$ cat src/rtl/pipeline_ctrl_pkg.sv
// Shared definitions for the pipeline hazard/sequencing controller:
// opcode_info bit positions, the mul/div alu_info mask and the FSM encoding.
package pipeline_ctrl_pkg;

    localparam int unsigned OPC_W      = 12;
    localparam int unsigned OPC_BRANCH = 1;
    localparam int unsigned OPC_STORE  = 2;
    localparam int unsigned OPC_LOAD   = 3;
    localparam int unsigned OPC_JALR   = 8;
    localparam int unsigned OPC_JAL    = 9;

    localparam int unsigned ALU_INFO_W = 20;
    // alu_info[12:0] are the mul/div/rem variants
    localparam logic [ALU_INFO_W-1:0] ALU_MULDIV_MASK = 20'h01FFF;

    typedef enum logic {
        ST_RUN     = 1'b0,
        ST_MD_WAIT = 1'b1
    } md_state_e;

    function automatic logic is_muldiv_op(input logic [ALU_INFO_W-1:0] alu_info);
        return |(alu_info & ALU_MULDIV_MASK);
    endfunction

endpackage

$ cat src/rtl/pipeline_ctrl_if.sv
// Pipeline status inputs and stage control outputs of the hazard controller.
// slave = controller side, master = pipeline side.
interface pipeline_ctrl_if #(
    parameter int unsigned CNT_W = 32
);
    logic [4:0]       decode_i_rs1;
    logic [4:0]       decode_i_rs2;
    logic [4:0]       regE_i_rd;
    logic             regE_i_reg_wen;
    logic [11:0]      regE_i_opcode_info;
    logic             regE_i_is_muldiv;
    logic [11:0]      regM_i_opcode_info;
    logic             execute_i_redirect;
    logic [63:0]      execute_i_redirect_pc;
    logic             muldiv_i_done;
    logic             dmem_i_ready;

    logic             muldiv_o_start;
    logic             fetch_o_redirect;
    logic [63:0]      fetch_o_redirect_pc;
    logic             regF_o_stall;
    logic             regD_o_stall;
    logic             regD_o_bubble;
    logic             regE_o_stall;
    logic             regE_o_bubble;
    logic             regM_o_stall;
    logic             regM_o_bubble;
    logic             regW_o_bubble;
    logic [CNT_W-1:0] ctrl_o_stall_cnt;
    logic [CNT_W-1:0] ctrl_o_flush_cnt;

    modport slave (
        input  decode_i_rs1, decode_i_rs2, regE_i_rd, regE_i_reg_wen,
               regE_i_opcode_info, regE_i_is_muldiv, regM_i_opcode_info,
               execute_i_redirect, execute_i_redirect_pc, muldiv_i_done,
               dmem_i_ready,
        output muldiv_o_start, fetch_o_redirect, fetch_o_redirect_pc,
               regF_o_stall, regD_o_stall, regD_o_bubble, regE_o_stall,
               regE_o_bubble, regM_o_stall, regM_o_bubble, regW_o_bubble,
               ctrl_o_stall_cnt, ctrl_o_flush_cnt
    );

    modport master (
        output decode_i_rs1, decode_i_rs2, regE_i_rd, regE_i_reg_wen,
               regE_i_opcode_info, regE_i_is_muldiv, regM_i_opcode_info,
               execute_i_redirect, execute_i_redirect_pc, muldiv_i_done,
               dmem_i_ready,
        input  muldiv_o_start, fetch_o_redirect, fetch_o_redirect_pc,
               regF_o_stall, regD_o_stall, regD_o_bubble, regE_o_stall,
               regE_o_bubble, regM_o_stall, regM_o_bubble, regW_o_bubble,
               ctrl_o_stall_cnt, ctrl_o_flush_cnt
    );

endinterface

$ cat src/rtl/pipeline_ctrl_md_seq.sv
// Mul/div sequencer: RUN/MD_WAIT FSM, start pulse and the done-hold flag that
// stops a completed mul/div from restarting while the pipe is frozen.
import pipeline_ctrl_pkg::*;

module pipeline_ctrl_md_seq (
    input  logic clk,
    input  logic rst_n,
    input  logic is_muldiv,
    input  logic muldiv_done,
    input  logic mem_freeze,
    input  logic e_stall,
    output logic md_busy,
    output logic muldiv_start
);

    md_state_e state_q, state_d;
    logic      hold_q, hold_d;

    always_ff @(posedge clk or negedge rst_n) begin
        if (!rst_n) begin
            state_q <= ST_RUN;
            hold_q  <= 1'b0;
        end else begin
            state_q <= state_d;
            hold_q  <= hold_d;
        end
    end

    always_comb begin
        state_d = state_q;
        hold_d  = hold_q;
        if (!e_stall)
            hold_d = 1'b0;
        case (state_q)
            ST_RUN: begin
                if (is_muldiv && !hold_q && !mem_freeze)
                    state_d = ST_MD_WAIT;
            end
            ST_MD_WAIT: begin
                // E cannot advance under a freeze, so remember the result is taken
                if (muldiv_done) begin
                    state_d = ST_RUN;
                    if (mem_freeze)
                        hold_d = 1'b1;
                end
            end
            default: state_d = ST_RUN;
        endcase
    end

    always_comb begin
        md_busy      = 1'b0;
        muldiv_start = 1'b0;
        if (rst_n) begin
            case (state_q)
                ST_RUN: begin
                    md_busy      = is_muldiv && !hold_q;
                    muldiv_start = is_muldiv && !hold_q && !mem_freeze;
                end
                ST_MD_WAIT: md_busy = !muldiv_done;
                default: md_busy = 1'b0;
            endcase
        end
    end

endmodule

$ cat src/rtl/pipeline_ctrl.sv
// Hazard and sequencing controller for the 5-stage pipeline: prioritised
// stall/bubble/redirect generation plus stall and flush counters.
import pipeline_ctrl_pkg::*;

module pipeline_ctrl #(
    parameter int unsigned CNT_W = 32
) (
    input  logic           clk,
    input  logic           rst,
    pipeline_ctrl_if.slave bus
);

    logic             mem_freeze;
    logic             md_busy;
    logic             md_start;
    logic             load_use;
    logic             redirect;
    logic             f_stall, d_stall, d_bubble, e_stall, e_bubble;
    logic             m_stall, m_bubble, w_bubble;
    logic [CNT_W-1:0] stall_cnt, flush_cnt;
    logic             unused_opc;

    assign mem_freeze = (bus.regM_i_opcode_info[OPC_LOAD] | bus.regM_i_opcode_info[OPC_STORE])
                        & ~bus.dmem_i_ready;

    assign load_use = bus.regE_i_opcode_info[OPC_LOAD] & bus.regE_i_reg_wen
                      & (bus.regE_i_rd != 5'd0)
                      & ((bus.regE_i_rd == bus.decode_i_rs1) | (bus.regE_i_rd == bus.decode_i_rs2));

    assign unused_opc = ^{bus.regE_i_opcode_info[11:4], bus.regE_i_opcode_info[2:0],
                          bus.regM_i_opcode_info[11:4], bus.regM_i_opcode_info[1:0]};

    pipeline_ctrl_md_seq u_md_seq (
        .clk          (clk),
        .rst_n        (rst),
        .is_muldiv    (bus.regE_i_is_muldiv),
        .muldiv_done  (bus.muldiv_i_done),
        .mem_freeze   (mem_freeze),
        .e_stall      (e_stall),
        .md_busy      (md_busy),
        .muldiv_start (md_start)
    );

    always_comb begin
        f_stall  = 1'b0;
        d_stall  = 1'b0;
        d_bubble = 1'b0;
        e_stall  = 1'b0;
        e_bubble = 1'b0;
        m_stall  = 1'b0;
        m_bubble = 1'b0;
        w_bubble = 1'b0;
        redirect = 1'b0;
        if (!rst) begin
            redirect = 1'b0;
        end else if (mem_freeze) begin
            f_stall  = 1'b1;
            d_stall  = 1'b1;
            e_stall  = 1'b1;
            m_stall  = 1'b1;
            w_bubble = 1'b1;
        end else if (md_busy) begin
            f_stall  = 1'b1;
            d_stall  = 1'b1;
            e_stall  = 1'b1;
            m_bubble = 1'b1;
        end else if (bus.execute_i_redirect) begin
            // squash D and E; a coincident load-use belongs to a squashed instruction
            redirect = 1'b1;
            d_bubble = 1'b1;
            e_bubble = 1'b1;
        end else if (load_use) begin
            f_stall  = 1'b1;
            d_stall  = 1'b1;
            e_bubble = 1'b1;
        end
    end

    always_ff @(posedge clk or negedge rst) begin
        if (!rst) begin
            stall_cnt <= '0;
            flush_cnt <= '0;
        end else begin
            if (f_stall)
                stall_cnt <= stall_cnt + 1'b1;
            if (redirect)
                flush_cnt <= flush_cnt + 1'b1;
        end
    end

    assign bus.muldiv_o_start      = md_start;
    assign bus.fetch_o_redirect    = redirect;
    assign bus.fetch_o_redirect_pc = redirect ? bus.execute_i_redirect_pc : '0;
    assign bus.regF_o_stall        = f_stall;
    assign bus.regD_o_stall        = d_stall;
    assign bus.regD_o_bubble       = d_bubble;
    assign bus.regE_o_stall        = e_stall;
    assign bus.regE_o_bubble       = e_bubble;
    assign bus.regM_o_stall        = m_stall;
    assign bus.regM_o_bubble       = m_bubble;
    assign bus.regW_o_bubble       = w_bubble;
    assign bus.ctrl_o_stall_cnt    = stall_cnt;
    assign bus.ctrl_o_flush_cnt    = flush_cnt;

endmodule

$ cat src/flat_wrapper.sv
// flat-port wrapper written by rule: the top's interface ports become plain ports
module pipeline_ctrl_flat 
#(
    parameter int unsigned CNT_W = 32
)
  (clk, rst, bus_decode_i_rs1, bus_decode_i_rs2, bus_regE_i_rd, bus_regE_i_reg_wen, bus_regE_i_opcode_info, bus_regE_i_is_muldiv, bus_regM_i_opcode_info, bus_execute_i_redirect, bus_execute_i_redirect_pc, bus_muldiv_i_done, bus_dmem_i_ready, bus_muldiv_o_start, bus_fetch_o_redirect, bus_fetch_o_redirect_pc, bus_regF_o_stall, bus_regD_o_stall, bus_regD_o_bubble, bus_regE_o_stall, bus_regE_o_bubble, bus_regM_o_stall, bus_regM_o_bubble, bus_regW_o_bubble, bus_ctrl_o_stall_cnt, bus_ctrl_o_flush_cnt);
  pipeline_ctrl_if #(.CNT_W(CNT_W)) bus_i ();
  input  logic clk;
  input  logic rst;
  input wire logic [$bits(bus_i.decode_i_rs1)-1:0] bus_decode_i_rs1;
  input wire logic [$bits(bus_i.decode_i_rs2)-1:0] bus_decode_i_rs2;
  input wire logic [$bits(bus_i.regE_i_rd)-1:0] bus_regE_i_rd;
  input wire logic [$bits(bus_i.regE_i_reg_wen)-1:0] bus_regE_i_reg_wen;
  input wire logic [$bits(bus_i.regE_i_opcode_info)-1:0] bus_regE_i_opcode_info;
  input wire logic [$bits(bus_i.regE_i_is_muldiv)-1:0] bus_regE_i_is_muldiv;
  input wire logic [$bits(bus_i.regM_i_opcode_info)-1:0] bus_regM_i_opcode_info;
  input wire logic [$bits(bus_i.execute_i_redirect)-1:0] bus_execute_i_redirect;
  input wire logic [$bits(bus_i.execute_i_redirect_pc)-1:0] bus_execute_i_redirect_pc;
  input wire logic [$bits(bus_i.muldiv_i_done)-1:0] bus_muldiv_i_done;
  input wire logic [$bits(bus_i.dmem_i_ready)-1:0] bus_dmem_i_ready;
  output wire logic [$bits(bus_i.muldiv_o_start)-1:0] bus_muldiv_o_start;
  output wire logic [$bits(bus_i.fetch_o_redirect)-1:0] bus_fetch_o_redirect;
  output wire logic [$bits(bus_i.fetch_o_redirect_pc)-1:0] bus_fetch_o_redirect_pc;
  output wire logic [$bits(bus_i.regF_o_stall)-1:0] bus_regF_o_stall;
  output wire logic [$bits(bus_i.regD_o_stall)-1:0] bus_regD_o_stall;
  output wire logic [$bits(bus_i.regD_o_bubble)-1:0] bus_regD_o_bubble;
  output wire logic [$bits(bus_i.regE_o_stall)-1:0] bus_regE_o_stall;
  output wire logic [$bits(bus_i.regE_o_bubble)-1:0] bus_regE_o_bubble;
  output wire logic [$bits(bus_i.regM_o_stall)-1:0] bus_regM_o_stall;
  output wire logic [$bits(bus_i.regM_o_bubble)-1:0] bus_regM_o_bubble;
  output wire logic [$bits(bus_i.regW_o_bubble)-1:0] bus_regW_o_bubble;
  output wire logic [$bits(bus_i.ctrl_o_stall_cnt)-1:0] bus_ctrl_o_stall_cnt;
  output wire logic [$bits(bus_i.ctrl_o_flush_cnt)-1:0] bus_ctrl_o_flush_cnt;
  assign bus_i.decode_i_rs1 = bus_decode_i_rs1;
  assign bus_i.decode_i_rs2 = bus_decode_i_rs2;
  assign bus_i.regE_i_rd = bus_regE_i_rd;
  assign bus_i.regE_i_reg_wen = bus_regE_i_reg_wen;
  assign bus_i.regE_i_opcode_info = bus_regE_i_opcode_info;
  assign bus_i.regE_i_is_muldiv = bus_regE_i_is_muldiv;
  assign bus_i.regM_i_opcode_info = bus_regM_i_opcode_info;
  assign bus_i.execute_i_redirect = bus_execute_i_redirect;
  assign bus_i.execute_i_redirect_pc = bus_execute_i_redirect_pc;
  assign bus_i.muldiv_i_done = bus_muldiv_i_done;
  assign bus_i.dmem_i_ready = bus_dmem_i_ready;
  assign bus_muldiv_o_start = bus_i.muldiv_o_start;
  assign bus_fetch_o_redirect = bus_i.fetch_o_redirect;
  assign bus_fetch_o_redirect_pc = bus_i.fetch_o_redirect_pc;
  assign bus_regF_o_stall = bus_i.regF_o_stall;
  assign bus_regD_o_stall = bus_i.regD_o_stall;
  assign bus_regD_o_bubble = bus_i.regD_o_bubble;
  assign bus_regE_o_stall = bus_i.regE_o_stall;
  assign bus_regE_o_bubble = bus_i.regE_o_bubble;
  assign bus_regM_o_stall = bus_i.regM_o_stall;
  assign bus_regM_o_bubble = bus_i.regM_o_bubble;
  assign bus_regW_o_bubble = bus_i.regW_o_bubble;
  assign bus_ctrl_o_stall_cnt = bus_i.ctrl_o_stall_cnt;
  assign bus_ctrl_o_flush_cnt = bus_i.ctrl_o_flush_cnt;
  pipeline_ctrl #(.CNT_W(CNT_W)) u_core (.clk(clk), .rst(rst), .bus(bus_i));
endmodule
$ cat config.mk
export PLATFORM = sky130hd
export DESIGN_NAME = pipeline_ctrl_flat
export DESIGN_NICKNAME = d
export VERILOG_FILES = /design/src/rtl/pipeline_ctrl_pkg.sv /design/src/rtl/pipeline_ctrl_if.sv /design/src/rtl/pipeline_ctrl_md_seq.sv /design/src/rtl/pipeline_ctrl.sv /design/src/flat_wrapper.sv
export SDC_FILE = /design/constraint.sdc
export NUM_CORES = 1
export LEC_CHECK = 0
export ABC_CLOCK_PERIOD_IN_PS = 2700
export CORE_ASPECT_RATIO = 1.25
export CORE_MARGIN = 2
export CORE_UTILIZATION = 37
export DETAILED_ROUTE_END_ITERATION = 8
export PLACE_DENSITY = 0.84
export SLEW_MARGIN = 20
export SYNTH_ARGS = -nofsm -noshare
export SYNTH_HDL_FRONTEND = slang
export SYNTH_HIERARCHICAL = 1
export SYNTH_SLANG_ARGS = --single-unit
$ cat constraint.sdc
create_clock -name clk -period 2.7 [get_ports clk]
set_input_delay 0.54 -clock clk [delete_from_list [all_inputs] [get_ports clk]]
set_output_delay 0.54 -clock clk [all_outputs]
set_load 0.05 [all_outputs]
==> results of run 1 <==
critical path, delay by kind of cell:
| family | cells | cell delay, ns |
|---|---|---|
| AND/OR/NAND/NOR | 1 | 0.55 |
| buffers and inverters | 3 | 0.64 |
| AO/OA/AOI/OAI | 2 | 0.40 |
Yosys cell counts, types with 2 or more instances:
cell type  count
nor3_1        10
nand3_1       16
dfrtp_1       66
clkbuf_1       8
inv_1          8
nor4_1        10
buf_2          2
and2_1        66
nor3_2         2
nand2_1       30
xor2_1        48
or2_2          2
buf_4          7
mux2_2         2
and3_1        12
nor4b_2        3
nand4_1       12
nor2_1        18
xnor2_1       24
and4_1         6
nor4_4         6
ha_1           2
timing repair:
action	4_1_cts	5_1_grt
resized for setup	55	3
hold endpoints to repair	0	0
hold buffers	0	0
pin swaps	2	1
gates cloned	2	0
buffers inserted	4	0
setup endpoints to repair	67	3
power breakdown:
| group | leakage (nW) | internal, mW | total [mW] | switching [mW] |
|---|---|---|---|---|
| Clock | 0.145 | 0.764 | 1.20 | 0.431 |
| Sequential | 0.870 | 1.10 | 1.26 | 0.159 |
| Combinational | 2.17 | 0.537 | 1.35 | 0.815 |
| Total | 3.18 | 2.40 | 3.80 | 1.41 |
kinds of logic (layout without fill, tap and decap cells):
family                   Yosys count  after routing
multiplexers                       2              2
flip-flops                        66             66
XOR/XNOR                          72             72
AND/OR/NAND/NOR                  202            202
AO/OA/AOI/OAI                      9              9
buffers and inverters             27            277
adder cells (fa/ha/maj)            2              2
sequential cells by signal, summed over array words and instances, names as in the netlist:
name	count
u_core/u_md_seq/hold_q	1
u_core/bus.ctrl_o_stall_cnt	32
u_core/u_md_seq/state_q	1
u_core/bus.ctrl_o_flush_cnt	32
area by class of cell:
cell class | instances | share of cell area
clock buffer | 12 | 0.0374
clock inverter | 4 | 0.00729
inverter | 8 | 0.00492
multi-input combinational | 287 | 0.309
sequential | 66 | 0.241
tap | 129 | 0.0235
timing repair buffer | 253 | 0.377
metrics by stage:
| stage | cell area (sq um) | setup WS [ns] | power, mW |
|---|---|---|---|
| 2_1_floorplan | 3890 | -0.000930 | 1.99 |
| 3_3_place_gp | 6300 | -0.101 | 2.54 |
| 3_5_place_dp | 6300 | -0.147 | 2.58 |
| 4_1_cts | 6850 | 0.0396 | 3.80 |
| 5_1_grt | 6860 | -0.00590 | 3.95 |
| 6_report | 6860 | 0.0291 | 3.80 |
layout by cell type, fill, tap and decap left out, types with 2 or more instances in the layout:
cell type        instances
and2_1                  55
and2_2                   8
and2_4                   3
and3_1                  12
and4_1                   6
buf_12                  11
buf_16                   2
buf_4                   53
buf_6                   34
buf_8                    2
clkbuf_16                9
clkbuf_8                 2
clkdlybuf4s50_1        144
clkinvlp_4               3
dfrtp_1                 66
dlygate4sd2_1            7
ha_1                     2
inv_1                    7
mux2_2                   2
nand2_1                 30
nand2b_4                 2
nand3_1                 16
nand4_1                 12
nor2_1                  18
nor3_1                   9
nor3_2                   3
nor4_1                  10
nor4_4                   6
nor4b_2                  3
or2_2                    2
xnor2_1                 24
xor2_1                  48
layer usage:
layer / track usage / part of all wire
met3: 0.0739 / 0.076
met4: 0.0929 / 0.037
met5: 0 / 0
met2: 0.418 / 0.54
met1: 0.253 / 0.34
how the worst min path moves through the flow:
| stage | startpoint | endpoint | slack [ns] |
|---|---|---|---|
| finish | rst | u_core/u_md_seq/state_q | 0.04 |
| global route | rst | u_core/u_md_seq/hold_q | 0.03 |
| CTS | rst | u_core/u_md_seq/state_q | 0.03 |
| detailed placement | rst | u_core/u_md_seq/state_q | 0.37 |
| global placement | rst | u_core/u_md_seq/state_q | 0.36 |
| floorplan | rst | u_core/bus.ctrl_o_flush_cnt[0] | 0.24 |
==> flow_summary.yaml, run 1 <==
clocking:
  clockBufferDepth: 2
  clk_pin_slew_ns: 0.06
  clk_latency_ns: 0.33
  cts_tree: "yes"
  cts-htree-levels: 3
  clockRootBuffer: "clkbuf_16"
  cts.sink_count: 66
  cts_made_buffers: 9
global_route:
  grt_max_degree: 66
  grt_pass1_wl_um: 20400
  grt_pass1_vias: 3937
  antenna_found_initial: 0
  overflow: 0
  track_usage: 0.235
timing:
  max_slew.worst_pin.slew_ns: 0.824
  finalCriticalPeriod_ns: 2.67
  holdWs_ns: 0.0356
  clock.fmax_ghz: 0.374
  tns_ns: 0
  finalCritPeriodShare: 0.989
  slew_headroom: 0.451
  setup_viol_count_final: 0
  hold_viol_final: 0
  skew_ns: 0.0129
  maxSlewViolCount: 0
critical_path:
  crit_end: "bus_regD_o_stall"
  cp_slowest_cell: "or4_4"
  worst-r2r-cell-count: 10
  slowest_delay_ns: 0.55
  cp-startpoint: "bus_regE_i_rd[1]"
  crit_arrival_ns: 2.13
  path_cells: "dlygate4sd2_1 > or4_4 > o211ai_2 > o31a_4 > clkinvlp_4 > buf_12"
  critical_path_class: "input port to primary output"
  r2r_slack_ns: 0.38
  crit_fanout: 4
  r2r-end: "u_core/bus.ctrl_o_flush_cnt[11]"
  worstPathRequired_ns: 2.16
  startpoint_type: "input port"
  r2r-start: "u_core/u_md_seq/state_q"
  cp-end-kind: "primary output"
routing:
  ant_nets: 0
  routed_wl_um: 13200
  routedWlPerCell_um: 17.4
  first_pass_iters: 4
  vias_per_cell: 4.94
  drt-initial-drc-count: 89
  vias: 3749
  drc: 0
placed_design:
  dp_cells: 737
  gp_congestion: 0.870
  hpwl_um: 9860
  portBuffers: 226
finish:
  multiInputGateArea_sq_mm: 0.00212
  diodes: 0
  utilization: 0.676
  final_cell_count_no_fill: 759
  nets: 737
  layout-drive-gt1-share: 0.254
  seq_area_sq_mm: 0.00165
  areaGrowthSynthToFinish_pct: 77.2
  n_fill_cell: 750
floorplanning:
  core_area_sq_mm: 0.0102
  die_w_um: 95.5
  initial_core_util: 0.381
  die_h_um: 118
  die_area_sq_mm: 0.0113
  rows: 41
  ios: 248
synth:
  synth_top_family_by_area: "simple AND/OR/NAND/NOR gates"
  synthSimpleGateAreaFrac: 0.331
  synth_cell_types: 42
  ys_seq_area_frac: 0.426
  yosys.area.top_type: "dfrtp_1"
  yosysTopAreaCellShare: 0.426
  synth_nets: 492
  synth_area_per_cell_sq_um: 10.2
  async_reset_ff_frac: 1.00
  synth_fa_ha_area_frac: 0.00646
  synth_compound_area_frac: 0.0275
  synth_cells: 380
  synth_area_leaders: "dfrtp_1 43%, xor2_1 11%, and2_1 11%"
  synthXorXnorAreaFrac: 0.163
  synth_edf_count: 0
  synth_warnings: 6
  muxShareOfSynthArea: 0.00581
  mappedNetlistArea_sq_mm: 0.00387
  synth_ff_type: "dfrtp_1"
  ys_ff_latch: 66
power_and_ir_drop:
  p_leak_nw: 3.18
  p_per_area_mw_per_mm2: 554
  irDropWorstVdd_mv: 0.380
status:
  status: "finished, final reports clean"
min_path:
  hold_class: "input port to async pin"
flow_run:
  drv_cap: 0
Note: power is estimated with default switching activity, not from simulation.
==> inputs of run 2 (changes only) <==
--- a/config.mk
+++ b/config.mk
@@ -7,10 +7,9 @@
 export LEC_CHECK = 0
 export ABC_CLOCK_PERIOD_IN_PS = 2700
 export CORE_ASPECT_RATIO = 1.25
-export CORE_MARGIN = 2
 export CORE_UTILIZATION = 37
 export DETAILED_ROUTE_END_ITERATION = 8
-export PLACE_DENSITY = 0.84
+export PLACE_DENSITY = 0.92
 export SLEW_MARGIN = 20
 export SYNTH_ARGS = -nofsm -noshare
 export SYNTH_HDL_FRONTEND = slang
==> run 2 against run 1 <==
Effect of this change:
- the flow now finishes with violations (negative setup slack)
- register-to-register slack got worse by 0.40 ns
- total power increased by 6.4%
- final cell count grew 0.79%
- sequential share of layout area shrank 0.91 points
- clock skew decreased by 0.0061 ns
- clock power increased by 15%
==> flow_summary.yaml, run 2 (synthesis results as in run 1) <==
timing:
  hold_viol_final: 0
  slew_headroom: 0.585
  maxSlewViolCount: 0
  finalWorstSetupSlack_ns: -0.129
  skew_ns: 0.00686
  holdWs_ns: 0.398
  clock.fmax_ghz: 0.353
  setup_viol_count_final: 1
  max_slew.worst_pin.slew_ns: 0.621
  finalCriticalPeriod_ns: 2.83
  finalCritPeriodShare: 1.05
global_route:
  track_usage: 0.216
  grt_max_degree: 40
  antenna_found_initial: 0
  overflow: 0
  grt_pass1_vias: 3599
  grt_pass1_wl_um: 17900
clocking:
  hold_buffers: 0
  cts_made_buffers: 9
  clockBufferDepth: 2
  clk_pin_slew_ns: 0.06
  cts.sink_count: 66
  cts-htree-levels: 3
  clk_latency_ns: 0.33
  clockRootBuffer: "clkbuf_16"
  cts_tree: "yes"
min_path:
  hold_class: "input port to async pin"
critical_path:
  cp-end-kind: "flip-flop"
  worstPathRequired_ns: 2.93
  cp-startpoint: "bus_regM_i_opcode_info[2]"
  crit_fanout: 8
  critical_path_class: "input port to flip-flop"
  cp_slowest_cell: "nor4_1"
  startpoint_type: "input port"
  crit_arrival_ns: 3.06
  r2r-start: "u_core/u_md_seq/state_q"
  slowest_delay_ns: 0.51
  path_cells: "clkdlybuf4s50_1 > o21bai_2 > and4b_4 > buf_12 > buf_4 > clkbuf_16 > and4_1 > nand2_2 > nor4_1 > xor2_1"
finish:
  final_cell_mix: "144 x clkdlybuf4s50_1, 66 x dfrtp_1, 53 x buf_6, 48 x xor2_1, 34 x buf_4"
  final_cell_count_no_fill: 765
  diodes: 0
  fin_area_sq_mm: 0.00713
  nets: 743
  layout-drive-gt1-share: 0.296
  layout_commonest_cell: "clkdlybuf4s50_1"
  areaGrowthSynthToFinish_pct: 84.1
placed_design:
  dpl_cell_area_sq_mm: 0.00628
  portBuffers: 226
  dp_cells: 738
  gp_congestion: 0.831
  place_ws_ns: -0.197
  hpwl_um: 9610
flow_run:
  drv_cap: 0
routing:
  drc: 0
  routed_wl_um: 14500
  drt-initial-drc-count: 145
  vias_per_cell: 5.15
  routedWlPerCell_um: 18.9
  first_pass_iters: 5
  ant_nets: 0
  vias: 3943
floorplanning:
  rows: 41
  die_area_sq_mm: 0.0109
  die_h_um: 116
  ios: 248
  die_w_um: 93.5
  initial_core_util: 0.381
  core_area_sq_mm: 0.0102
status:
  status: "finished with violations"
  violations: "negative setup slack"
power_and_ir_drop:
  p_per_area_mw_per_mm2: 567
  irDropWorstVdd_mv: 0.546
  p_leak_nw: 3.33
-- run 2: final timing paths --
| path | end | slack (ns) | cells after the start |
|---|---|---|---|
| worst min-delay path | u_core/bus.ctrl_o_stall_cnt[1] | 0.40 | 2 |
| worst min register to register | u_core/bus.ctrl_o_stall_cnt[31] | 0.48 | 1 |
| max in group asynchronous | u_core/bus.ctrl_o_flush_cnt[11] | 1.95 | 2 |
| worst max-delay path | u_core/bus.ctrl_o_flush_cnt[29] | -0.13 | 10 |
| worst max register to register | u_core/bus.ctrl_o_flush_cnt[29] | -0.02 | 10 |
| min in group clk | u_core/bus.ctrl_o_stall_cnt[31] | 0.48 | 1 |
-- run 2: final cells by class --
| type | count | area [sq um] |
|---|---|---|
| fillers | 678 | 3030 |
| repair buffers | 259 | 2760 |
| multi-input cells | 287 | 2170 |
| flip-flops and latches | 66 | 1650 |
| clock buffers | 10 | 239 |
| well taps | 129 | 161 |
| clock inverters | 6 | 113 |
| inverters | 8 | 30.0 |
-- run 2: per-stage QoR --
stage	TNS (ns)	power, mW	utilization
detailed placement	-5.52	2.57	0.618
global placement	-2.00	2.53	0.618
CTS	-0.00313	3.96	0.661
finish	-0.129	4.05	0.702
floorplan	-0.00744	1.99	-
global route	-0.208	4.18	0.702
-- run 2: power by group --
group / total, mW / internal [mW] / switching, mW
clock: 1.38 / 0.930 / 0.449
combinational: 1.40 / 0.572 / 0.829
sequential: 1.27 / 1.10 / 0.168
-- run 2: per-layer routing --
metal | GRT usage | vias up | part of all wire
li1 | - | 1783 | -
met1 | 0.245 | 1886 | 0.36
met2 | 0.374 | 231 | 0.52
met3 | 0.0762 | 43 | 0.090
met4 | 0.0851 | 0 | 0.033
met5 | 0 | - | 0
-- run 2: critical path, delay by kind of cell --
kind,cells,cell delay [ns]
AOI/OAI and AO/OA,1,0.21
xor gates and xnor gates,1,0.27
buffers and inverters,4,0.82
and+or+nand+nor,4,1.21
-- run 2: repair_timing --
action,CTS,global route
cloned,0,8
setup buffers,0,3
setup endpoints to repair,68,68
pin swaps,5,1
resized for setup,31,72
